--- config.mk ---
export PLATFORM = sky130hd
export DESIGN_NAME = udp_type_pack_flat
export DESIGN_NICKNAME = d
export VERILOG_FILES = /design/src/rtl/udp_proto_pkg.sv /design/src/rtl/udp_type_pack_if.sv /design/src/rtl/udp_rr_arb2.sv /design/src/rtl/udp_type_pack.sv /design/src/flat_wrapper.sv
export SDC_FILE = /design/constraint.sdc
export NUM_CORES = 1
export LEC_CHECK = 0
export ABC_AREA = 1
export CORE_MARGIN = 3
export CORE_UTILIZATION = 45
export DETAILED_ROUTE_END_ITERATION = 10
export PLACE_DENSITY = 0.75
export SKIP_LAST_GASP = 1
export SLEW_MARGIN = 0
export SYNTH_ARGS = -nofsm -noshare
export SYNTH_HDL_FRONTEND = slang
export SYNTH_SLANG_ARGS = --single-unit
--- constraint.sdc ---
create_clock -name i_clk -period 4 [get_ports i_clk]
set_clock_uncertainty 0.05 [all_clocks]
set_input_delay 1.2 -clock i_clk [delete_from_list [all_inputs] [get_ports i_clk]]
set_output_delay 1.2 -clock i_clk [all_outputs]
set_load 0.03 [all_outputs]
--- src/rtl/udp_proto_pkg.sv ---
// Shared UDP framing constants for the command splitter and the type packer.
// Header: sync[3], type, channel, len_hi, len_lo, then payload.
package udp_proto_pkg;

    localparam logic [23:0] SYNC    = 24'h55AA5A;
    localparam int          HDR_LEN = 7;
    localparam int          MAX_LEN = 1024;

    typedef enum logic [7:0] {
        T_SCOPE  = 8'd0,
        T_CUSTOM = 8'd1,
        T_MUSIC  = 8'd2,
        T_CIPHER = 8'd3,
        T_UART   = 8'd4,
        T_UPDATA = 8'd5
    } pkt_type_e;

    localparam logic [2:0] S_IDLE = 3'd0;
    localparam logic [2:0] S_ARB  = 3'd1;
    localparam logic [2:0] S_HDR  = 3'd2;
    localparam logic [2:0] S_PAY  = 3'd3;
    localparam logic [2:0] S_DONE = 3'd4;

    localparam logic [2:0] OFF_SYNC0 = 3'd0;
    localparam logic [2:0] OFF_SYNC1 = 3'd1;
    localparam logic [2:0] OFF_SYNC2 = 3'd2;
    localparam logic [2:0] OFF_TYPE  = 3'd3;
    localparam logic [2:0] OFF_CHAN  = 3'd4;
    localparam logic [2:0] OFF_LENH  = 3'd5;
    localparam logic [2:0] OFF_LENL  = 3'd6;

    function automatic logic [7:0] hdr_byte(
        input logic [2:0]  idx,
        input logic [23:0] sync,
        input logic [7:0]  ty,
        input logic [7:0]  ch,
        input logic [15:0] len
    );
        logic [7:0] b;
        unique case (idx)
            OFF_SYNC0: b = sync[23:16];
            OFF_SYNC1: b = sync[15:8];
            OFF_SYNC2: b = sync[7:0];
            OFF_TYPE:  b = ty;
            OFF_CHAN:  b = ch;
            OFF_LENH:  b = len[15:8];
            OFF_LENL:  b = len[7:0];
            default:   b = 8'h00;
        endcase
        return b;
    endfunction

endpackage

--- src/rtl/udp_type_pack_if.sv ---
// Byte stream from the type packer to the UDP/IP TX engine.
// udp_len is the total UDP payload length, valid for the whole packet.
interface udp_type_pack_if;
    logic [15:0] udp_len;
    logic [7:0]  udp_data;
    logic        udp_valid;
    logic        udp_last;
    logic        udp_ready;

    modport master (
        output udp_len, udp_data, udp_valid, udp_last,
        input  udp_ready
    );

    modport slave (
        input  udp_len, udp_data, udp_valid, udp_last,
        output udp_ready
    );
endinterface

--- src/rtl/udp_rr_arb2.sv ---
// Two-way round-robin arbiter; grants only while enabled, then latches
// which side won and flips priority to the other side.
module udp_rr_arb2 (
    input  logic i_clk,
    input  logic i_rst_n,
    input  logic i_en,
    input  logic i_req_a,
    input  logic i_req_b,
    output logic o_gnt_a,
    output logic o_gnt_b,
    output logic o_sel_b
);
    logic prio_b_q, prio_b_d;
    logic sel_b_q, sel_b_d;

    always_comb begin
        o_gnt_b  = i_en & i_req_b & (~i_req_a | prio_b_q);
        o_gnt_a  = i_en & i_req_a & ~o_gnt_b;
        prio_b_d = prio_b_q;
        sel_b_d  = sel_b_q;
        if (o_gnt_a | o_gnt_b) begin
            sel_b_d  = o_gnt_b;
            prio_b_d = o_gnt_a;
        end
    end

    always_ff @(posedge i_clk or negedge i_rst_n) begin
        if (!i_rst_n) begin
            prio_b_q <= 1'b0;
            sel_b_q  <= 1'b0;
        end else begin
            prio_b_q <= prio_b_d;
            sel_b_q  <= sel_b_d;
        end
    end

    assign o_sel_b = sel_b_q;
endmodule

--- src/rtl/udp_type_pack.sv ---
// Frames scope (A) and status/ack (B) responses into the UDP TX stream.
// Single output register; header bytes then payload, last on final byte.
module udp_type_pack
    import udp_proto_pkg::*;
#(
    parameter logic [23:0] P_SYNC    = SYNC,
    parameter int          P_MAX_LEN = MAX_LEN,
    parameter int          P_HDR_LEN = HDR_LEN
) (
    input  logic        i_clk,
    input  logic        i_rst_n,
    input  logic        i_a_req,
    input  logic [7:0]  i_a_type,
    input  logic [7:0]  i_a_channel,
    input  logic [15:0] i_a_len,
    output logic        o_a_ack,
    input  logic [7:0]  i_a_data,
    input  logic        i_a_valid,
    output logic        o_a_ready,
    input  logic        i_b_req,
    input  logic [7:0]  i_b_type,
    input  logic [7:0]  i_b_channel,
    input  logic [15:0] i_b_len,
    output logic        o_b_ack,
    input  logic [7:0]  i_b_data,
    input  logic        i_b_valid,
    output logic        o_b_ready,
    udp_type_pack_if.master tx,
    output logic        o_busy,
    output logic        o_err
);
    localparam logic [2:0] HDR_END = 3'(P_HDR_LEN - 1);

    logic [2:0]  st_q, st_d;
    logic [2:0]  cnt_q, cnt_d;
    logic [7:0]  ty_q, ty_d, ch_q, ch_d;
    logic [15:0] len_q, len_d, rem_q, rem_d;
    logic [15:0] ulen_q, ulen_d;
    logic [7:0]  dat_q, dat_d;
    logic        vld_q, vld_d, last_q, last_d;

    logic        gnt_a, gnt_b, gnt, sel_b;
    logic [7:0]  sel_ty, sel_ch, pay_dat;
    logic [15:0] sel_len;
    logic        too_long, ld, pay_rdy, pay_go;

    udp_rr_arb2 u_arb (
        .i_clk   (i_clk),
        .i_rst_n (i_rst_n),
        .i_en    (st_q == S_ARB),
        .i_req_a (i_a_req),
        .i_req_b (i_b_req),
        .o_gnt_a (gnt_a),
        .o_gnt_b (gnt_b),
        .o_sel_b (sel_b)
    );

    assign gnt      = gnt_a | gnt_b;
    assign sel_ty   = gnt_b ? i_b_type : i_a_type;
    assign sel_ch   = gnt_b ? i_b_channel : i_a_channel;
    assign sel_len  = gnt_b ? i_b_len : i_a_len;
    assign too_long = 32'(sel_len) > 32'(P_MAX_LEN);

    // Output register may load when empty or being drained this cycle.
    assign ld      = ~vld_q | tx.udp_ready;
    assign pay_rdy = (st_q == S_PAY) & ld;
    assign pay_dat = sel_b ? i_b_data : i_a_data;
    assign pay_go  = pay_rdy & (sel_b ? i_b_valid : i_a_valid);

    assign o_a_ready = pay_rdy & ~sel_b;
    assign o_b_ready = pay_rdy & sel_b;
    assign o_a_ack   = gnt_a;
    assign o_b_ack   = gnt_b;
    assign o_err     = gnt & too_long;
    assign o_busy    = st_q != S_IDLE;

    always_comb begin
        st_d   = st_q;
        cnt_d  = cnt_q;
        ty_d   = ty_q;
        ch_d   = ch_q;
        len_d  = len_q;
        rem_d  = rem_q;
        ulen_d = ulen_q;
        dat_d  = dat_q;
        vld_d  = vld_q;
        last_d = last_q;
        if (ld) begin
            vld_d  = 1'b0;
            last_d = 1'b0;
        end
        unique case (st_q)
            S_IDLE: if (i_a_req | i_b_req) st_d = S_ARB;
            S_ARB: begin
                st_d = S_IDLE;
                if (gnt && !too_long) begin
                    ty_d   = sel_ty;
                    ch_d   = sel_ch;
                    len_d  = sel_len;
                    rem_d  = sel_len;
                    ulen_d = sel_len + 16'(P_HDR_LEN);
                    cnt_d  = 3'd0;
                    st_d   = S_HDR;
                end
            end
            S_HDR: if (ld) begin
                dat_d = hdr_byte(cnt_q, P_SYNC, ty_q, ch_q, len_q);
                vld_d = 1'b1;
                cnt_d = cnt_q + 3'd1;
                if (cnt_q == HDR_END) begin
                    last_d = len_q == 16'd0;
                    st_d   = (len_q == 16'd0) ? S_DONE : S_PAY;
                end
            end
            S_PAY: if (pay_go) begin
                dat_d = pay_dat;
                vld_d = 1'b1;
                rem_d = rem_q - 16'd1;
                if (rem_q == 16'd1) begin
                    last_d = 1'b1;
                    st_d   = S_DONE;
                end
            end
            S_DONE: if (vld_q & last_q & tx.udp_ready) st_d = S_IDLE;
            default: st_d = S_IDLE;
        endcase
    end

    always_ff @(posedge i_clk or negedge i_rst_n) begin
        if (!i_rst_n) begin
            st_q   <= S_IDLE;
            cnt_q  <= 3'd0;
            ty_q   <= 8'd0;
            ch_q   <= 8'd0;
            len_q  <= 16'd0;
            rem_q  <= 16'd0;
            ulen_q <= 16'd0;
            dat_q  <= 8'd0;
            vld_q  <= 1'b0;
            last_q <= 1'b0;
        end else begin
            st_q   <= st_d;
            cnt_q  <= cnt_d;
            ty_q   <= ty_d;
            ch_q   <= ch_d;
            len_q  <= len_d;
            rem_q  <= rem_d;
            ulen_q <= ulen_d;
            dat_q  <= dat_d;
            vld_q  <= vld_d;
            last_q <= last_d;
        end
    end

    assign tx.udp_len   = ulen_q;
    assign tx.udp_data  = dat_q;
    assign tx.udp_valid = vld_q;
    assign tx.udp_last  = last_q;
endmodule

--- src/flat_wrapper.sv ---
// flat-port wrapper written by rule: the top's interface ports become plain ports
module udp_type_pack_flat import udp_proto_pkg::*;
#(
    parameter logic [23:0] P_SYNC    = SYNC,
    parameter int          P_MAX_LEN = MAX_LEN,
    parameter int          P_HDR_LEN = HDR_LEN
)
  (i_clk, i_rst_n, i_a_req, i_a_type, i_a_channel, i_a_len, o_a_ack, i_a_data, i_a_valid, o_a_ready, i_b_req, i_b_type, i_b_channel, i_b_len, o_b_ack, i_b_data, i_b_valid, o_b_ready, o_busy, o_err, tx_udp_len, tx_udp_data, tx_udp_valid, tx_udp_last, tx_udp_ready);
  udp_type_pack_if tx_i ();
  input  logic i_clk;
  input  logic i_rst_n;
  input  logic i_a_req;
  input  logic [7:0] i_a_type;
  input  logic [7:0] i_a_channel;
  input  logic [15:0] i_a_len;
  output logic o_a_ack;
  input  logic [7:0] i_a_data;
  input  logic i_a_valid;
  output logic o_a_ready;
  input  logic i_b_req;
  input  logic [7:0] i_b_type;
  input  logic [7:0] i_b_channel;
  input  logic [15:0] i_b_len;
  output logic o_b_ack;
  input  logic [7:0] i_b_data;
  input  logic i_b_valid;
  output logic o_b_ready;
  output logic o_busy;
  output logic o_err;
  output wire logic [$bits(tx_i.udp_len)-1:0] tx_udp_len;
  output wire logic [$bits(tx_i.udp_data)-1:0] tx_udp_data;
  output wire logic [$bits(tx_i.udp_valid)-1:0] tx_udp_valid;
  output wire logic [$bits(tx_i.udp_last)-1:0] tx_udp_last;
  input wire logic [$bits(tx_i.udp_ready)-1:0] tx_udp_ready;
  assign tx_udp_len = tx_i.udp_len;
  assign tx_udp_data = tx_i.udp_data;
  assign tx_udp_valid = tx_i.udp_valid;
  assign tx_udp_last = tx_i.udp_last;
  assign tx_i.udp_ready = tx_udp_ready;
  udp_type_pack #(.P_SYNC(P_SYNC), .P_MAX_LEN(P_MAX_LEN), .P_HDR_LEN(P_HDR_LEN)) u_core (.i_clk(i_clk), .i_rst_n(i_rst_n), .i_a_req(i_a_req), .i_a_type(i_a_type), .i_a_channel(i_a_channel), .i_a_len(i_a_len), .o_a_ack(o_a_ack), .i_a_data(i_a_data), .i_a_valid(i_a_valid), .o_a_ready(o_a_ready), .i_b_req(i_b_req), .i_b_type(i_b_type), .i_b_channel(i_b_channel), .i_b_len(i_b_len), .o_b_ack(o_b_ack), .i_b_data(i_b_data), .i_b_valid(i_b_valid), .o_b_ready(o_b_ready), .tx(tx_i), .o_busy(o_busy), .o_err(o_err));
endmodule
* Yosys cells after proc, flatten, opt, wreduce, memory -nomap -nowiden
Cells that the tools add are included.
** Operators by class
- Bitwise gates (word level) :: 19
- $lt $le $gt $ge :: 1
- $add $sub $neg :: 3
- Equality and inequality tests :: 18
- Multiplexer cells :: 34
- Reductions and logical operators :: 14
** Operators with widths (count)
- $pmux W8 S7 :: 1
- $mux W16 :: 3
- $mux W8 :: 5
- $pmux W16 S2 :: 1
- $mux W3 :: 9
- $add A16 B3 Y16 const B :: 1
- $eq A16 B1 Y1 const B :: 1
- $gt A16 B11 Y1 const B :: 1
- $logic_not A16 Y1 :: 1
- $pmux W8 S2 :: 1
- $sub A16 B1 Y16 const B :: 1
- $pmux W3 S5 :: 1
- $eq A3 B2 Y1 const B :: 4
- $eq A3 B3 Y1 const B :: 4
- $ne A2 B1 Y1 const B :: 6
- $and A1 B1 Y1 :: 11
- $mux W1 :: 9
- $reduce_and A3 Y1 :: 3
- $eq A3 B1 Y1 const B :: 2
- $logic_not A3 Y1 :: 2
- $pmux W3 S2 :: 1
- $reduce_and A6 Y1 :: 1
- $reduce_bool A2 Y1 :: 3
- $not A1 Y1 :: 4
- 9 further kinds :: 13
** Storage, ports and cells
- Logic and storage cells :: 101
- Output and inout bits :: 32
- Bits in registers :: 82
- Input bits :: 87

* Depth between registers and ports, before layout
- Depth in word-level cells :: 9
- Mapped depth :: 22
- Gate-level depth less buffers :: 19

* By module
From an unflattened synthesis, not the netlist that was laid out.
** Second synthesis, totals
- Cells, all modules :: 758
- Area, all modules :: 5118.7 µm²
** Modules (own cells, without submodules)
- udp_type_pack :: instances 1, sequential area each 2001.9 µm², cells an instance 743, area an instance 5012.3 µm²
- udp_rr_arb2 :: instances 1, sequential area each 50.0 µm², cells an instance 15, area an instance 106.4 µm²

* Worst setup path before layout
OpenSTA, ideal clock, no wires.
- Kind :: input port to output port
- Start :: in i_b_req
- End :: out o_err
- Required time :: 2750 ps
- Path buffers :: 2
- Stages :: 15
- Arrival time :: 2882 ps
- Slack :: -132 ps
- Cells stage by stage :: inv_1 a21oi_2 nand2_2 buf_6 buf_4 nand2_1 o21ai_1 ha_1 inv_1 nor2_1 nand2_1 nor2_1 nand2_1 nand2_2 nor2_1
** On the way
- Longest elaborated chain between the ends :: 6
- Elaborated cells between the ends (all ways) :: 8
- Those cells by class :: 1 x order compare; 1 x mux; 6 x bitwise
** Ends and longest elaborated chain
- from (decl) :: RTL line flat_wrapper.sv:20 : input logic i_b_req;
- $and A1 B1 Y1 (*) (2 in a row) :: RTL line udp_rr_arb2.sv:17 : o_gnt_b = i_en & i_req_b & (~i_req_a | prio_b_q);
- branches (longest 3 deep; another with $gt A16 B11 Y1)
- $and A1 B1 Y1 (*) :: RTL line udp_type_pack.sv:74 : assign o_err = gnt & too_long;
- to (decl) :: RTL line flat_wrapper.sv:29 : output logic o_err;
Every way passes the cells marked *.

* Worst setup path after layout
Same ends and word-level chain as after synthesis.

==> run metrics <==
via count of the first global-routing pass approximately 5000; net count of the mapped netlist 812; y dimension of the die 112 um; result of the run finished, final reports clean; Power Total around 4.4 mW; WL final 15100 um; Clock Path Buffers 2; final weighted congestion in routability-driven placement 0.950; Critical Path RT 2750 ps; maximum fanout encountered on the critical timing path 15; fraction of post-synthesis cell area in the top cell type by area between 40% and 50%; via count 5173; Netlist cell types 41; Post-synth ARST share 100%; syn avg cell area around 7.0 sq um; most common cell in the netlist sky130_fd_sc_hd__nand2_1; cell type with the highest aggregate area in the netlist sky130_fd_sc_hd__dfrtp_1; Cell Area, Placed 6470 sq um; clock tree from TritonCTS yes; mapped cell area 5020 sq um; Iteration-0 DRC Markers 393; worst-case headroom to the max-slew limit a little under a third; clk slew on worst S/H paths 80 ps; peak clock frequency supported by timing 0.260 GHz; number of vias per cell between 5 and 6; fraction of layout instances using a drive strength above 1 9.48%; die footprint 12500 sq um; final non-filler cell total 990; area of the placeable core 10600 sq um; Inserted Clock Buffers 9; Post-DP HPWL 11700 um; Slew @ Worst Pin 1040 ps; unrepaired setup endpoints after global routing false; switching component of the power 2.00 mW; critical setup path kind in2out; antenna violations before repair 0; cell leakage power 3.35 nW; first-pass GRT wire length 25000 um; antenna viol nets, final 0; global routing met2 resource utilization 38.9%; global-route met3 utilization 4.51%; largest net degree at the start of global routing 83; Int Pwr 2.36 mW; final cell area excluding filler cells approximately 6700 sq um; min-delay worst type reg2reg; Commonest cells post-synth 284 x sky130_fd_sc_hd__nand2_1, 82 x sky130_fd_sc_hd__dfrtp_1, 64 x sky130_fd_sc_hd__inv_1, 64 x sky130_fd_sc_hd__nor2_1, 47 x sky130_fd_sc_hd__nand3_1; Power per Cell Area 651 nW/um^2; worst supply voltage drop on vdd 0.369 mV; total of max-cap violations 0; Post-Route Hold Slack between 400 and 500 ps; total of flip-flops plus latches after synthesis 82; Worst Path Arrival approximately 2600 ps; CTS root buf sky130_fd_sc_hd__clkbuf_8; post-route clock period utilization 96.1%; final count of pins violating max slew 0; Hold Buf Count CTS 0; Initial Util 47.4%; dpl cells 973; Finish-stage setup viols 0; DP Worst Slack -298 ps; Synth Flop Type sky130_fd_sc_hd__dfrtp_1; clock network power share 14.5%; final design utilization 63.2%; Switching Share 45.9%; width of the die 112 um; routing layer with the top usage in global route met2; Total Nets Final 945; detailed-routing iteration count for the pre-antenna-repair pass 5; EDFF count, synth 0; Hold Vio Cnt, Final 0; register share of total power 32.2%; total congestion overflow after global routing 0; post-route minimum period a little under 4000 ps; Routed wire per std cell roughly 15 um; kind of end point of the critical path primary output; grt met1 use 35.8%; total routing resource utilization after global routing 24.6%; Critical Path Start Type primary input; Yosys warning total 0; crit path setup slack, layout about 160 ps; Comb pwr share 53.3%; clock insertion delay at the later pin of the skew report approximately 370 ps; Area contributors post-synth sky130_fd_sc_hd__dfrtp_1 41%, sky130_fd_sc_hd__nand2_1 21%, sky130_fd_sc_hd__inv_1 4.8%; number of buffers inserted by port buffering 118; DR DRC count 0; setup TNS after final layout 0 ps; diode count 0; layout overhead on the synthesized area 33.4%; synthesized netlist cell count 716; ports placed on the boundary 119; number of core rows 37; clock tree sinks 82; H-tree levels 3; sequential-to-total area share from yosys stat 40.9%
## what timing repair did
action	in CTS	in global routing
buffers inserted	1	0
pin swaps	1	3
gates resized for setup	8	5
endpoints found under the setup margin	1	1
cloned	0	0
## state kept, by name, summed over array words and instances (netlist names)
signal / count
u_core.u_arb.o_sel_b: 1
u_core.cnt_q: 3
u_core.tx.udp_data: 8
u_core.u_arb.prio_b_q: 1
u_core.len_q: 16
u_core.tx.udp_len: 16
u_core.rem_q: 16
u_core.st_q: 3
u_core.ch_q: 8
u_core.ty_q: 8
u_core.tx.udp_valid: 1
u_core.tx.udp_last: 1
## metal layers
metal  routed length [um]  vias up
li1                     -     2551
met1                 7210     2436
met2                 6900      169
met3                  829       17
met4                  155        0
met5                    0        -
## cells in the final DEF, fill, tap and decap left out, types with 33 or more instances in the layout
| cell | count |
|---|---|
| sky130_fd_sc_hd__nand2_1 | 282 |
| sky130_fd_sc_hd__clkdlybuf4s50_1 | 110 |
| sky130_fd_sc_hd__dfrtp_1 | 82 |
| sky130_fd_sc_hd__inv_1 | 63 |
| sky130_fd_sc_hd__nor2_1 | 63 |
| sky130_fd_sc_hd__nand3_1 | 47 |
| sky130_fd_sc_hd__buf_4 | 34 |
| sky130_fd_sc_hd__o21ai_0 | 33 |
## cell families after synthesis
group | count (synthesis) | synth area share [%]
xor gates and xnor gates | 12 | 2.09
AOI/OAI and AO/OA | 93 | 11.5
DFF | 82 | 40.9
and+or+nand+nor | 424 | 34.7
buffers and inverters | 96 | 8.57
adders and majority gates | 9 | 2.24
## power by group through the flow
stage / combinational, mW / sequential (mW) / clock, mW
global route: 2.57 / 1.45 / 0.680
finish: 2.32 / 1.40 / 0.633
detailed placement: 2.30 / 1.41 / 0
global placement: 2.25 / 1.40 / 0
CTS: 2.32 / 1.40 / 0.646
floorplan: 1.32 / 1.55 / 0
## final timing paths
check | from | endpoint | slack (ps) | cells past startpoint
min reg2reg | u_core.ty_q[4]$_DFFE_PN0P_ | u_core.ty_q[4]$_DFFE_PN0P_ | 430 | 2
min in group asynchronous | i_rst_n | u_core.ch_q[5]$_DFFE_PN0P_ | 950 | 1
min | u_core.ty_q[4]$_DFFE_PN0P_ | u_core.ty_q[4]$_DFFE_PN0P_ | 430 | 2
max in group asynchronous | i_rst_n | u_core.tx.udp_len[1]$_DFFE_PN0P_ | 2270 | 1
max | i_b_req | o_err | 160 | 14
max reg2reg | u_core.st_q[2]$_DFFE_PN0P_ | u_core.ch_q[6]$_DFFE_PN0P_ | 1240 | 17
## area by class of cell
| cell class | instances | area, sq um |
|---|---|---|
| fillers | 981 | 3910 |
| multi-input cells | 538 | 2550 |
| well taps | 136 | 170 |
| inverters | 66 | 248 |
| flip-flops and latches | 82 | 2050 |
| clock inverters | 6 | 71.3 |
| clock buffers | 10 | 138 |
| repair buffers | 152 | 1470 |
## critical path: stages
cell and delay [ps]:
sky130_fd_sc_hd__clkbuf_2 110, sky130_fd_sc_hd__inv_1 50, sky130_fd_sc_hd__a21oi_2 150, sky130_fd_sc_hd__nand2_2 120, sky130_fd_sc_hd__buf_6 180, sky130_fd_sc_hd__nand2_1 70, sky130_fd_sc_hd__nand2_1 70, sky130_fd_sc_hd__nor2_1 160
sky130_fd_sc_hd__nand2_1 70, sky130_fd_sc_hd__nor2_1 90, sky130_fd_sc_hd__nand2_1 80, sky130_fd_sc_hd__nand2_2 80, sky130_fd_sc_hd__nor2_2 40, sky130_fd_sc_hd__buf_6 140
(Power assumes the default switching activity.)
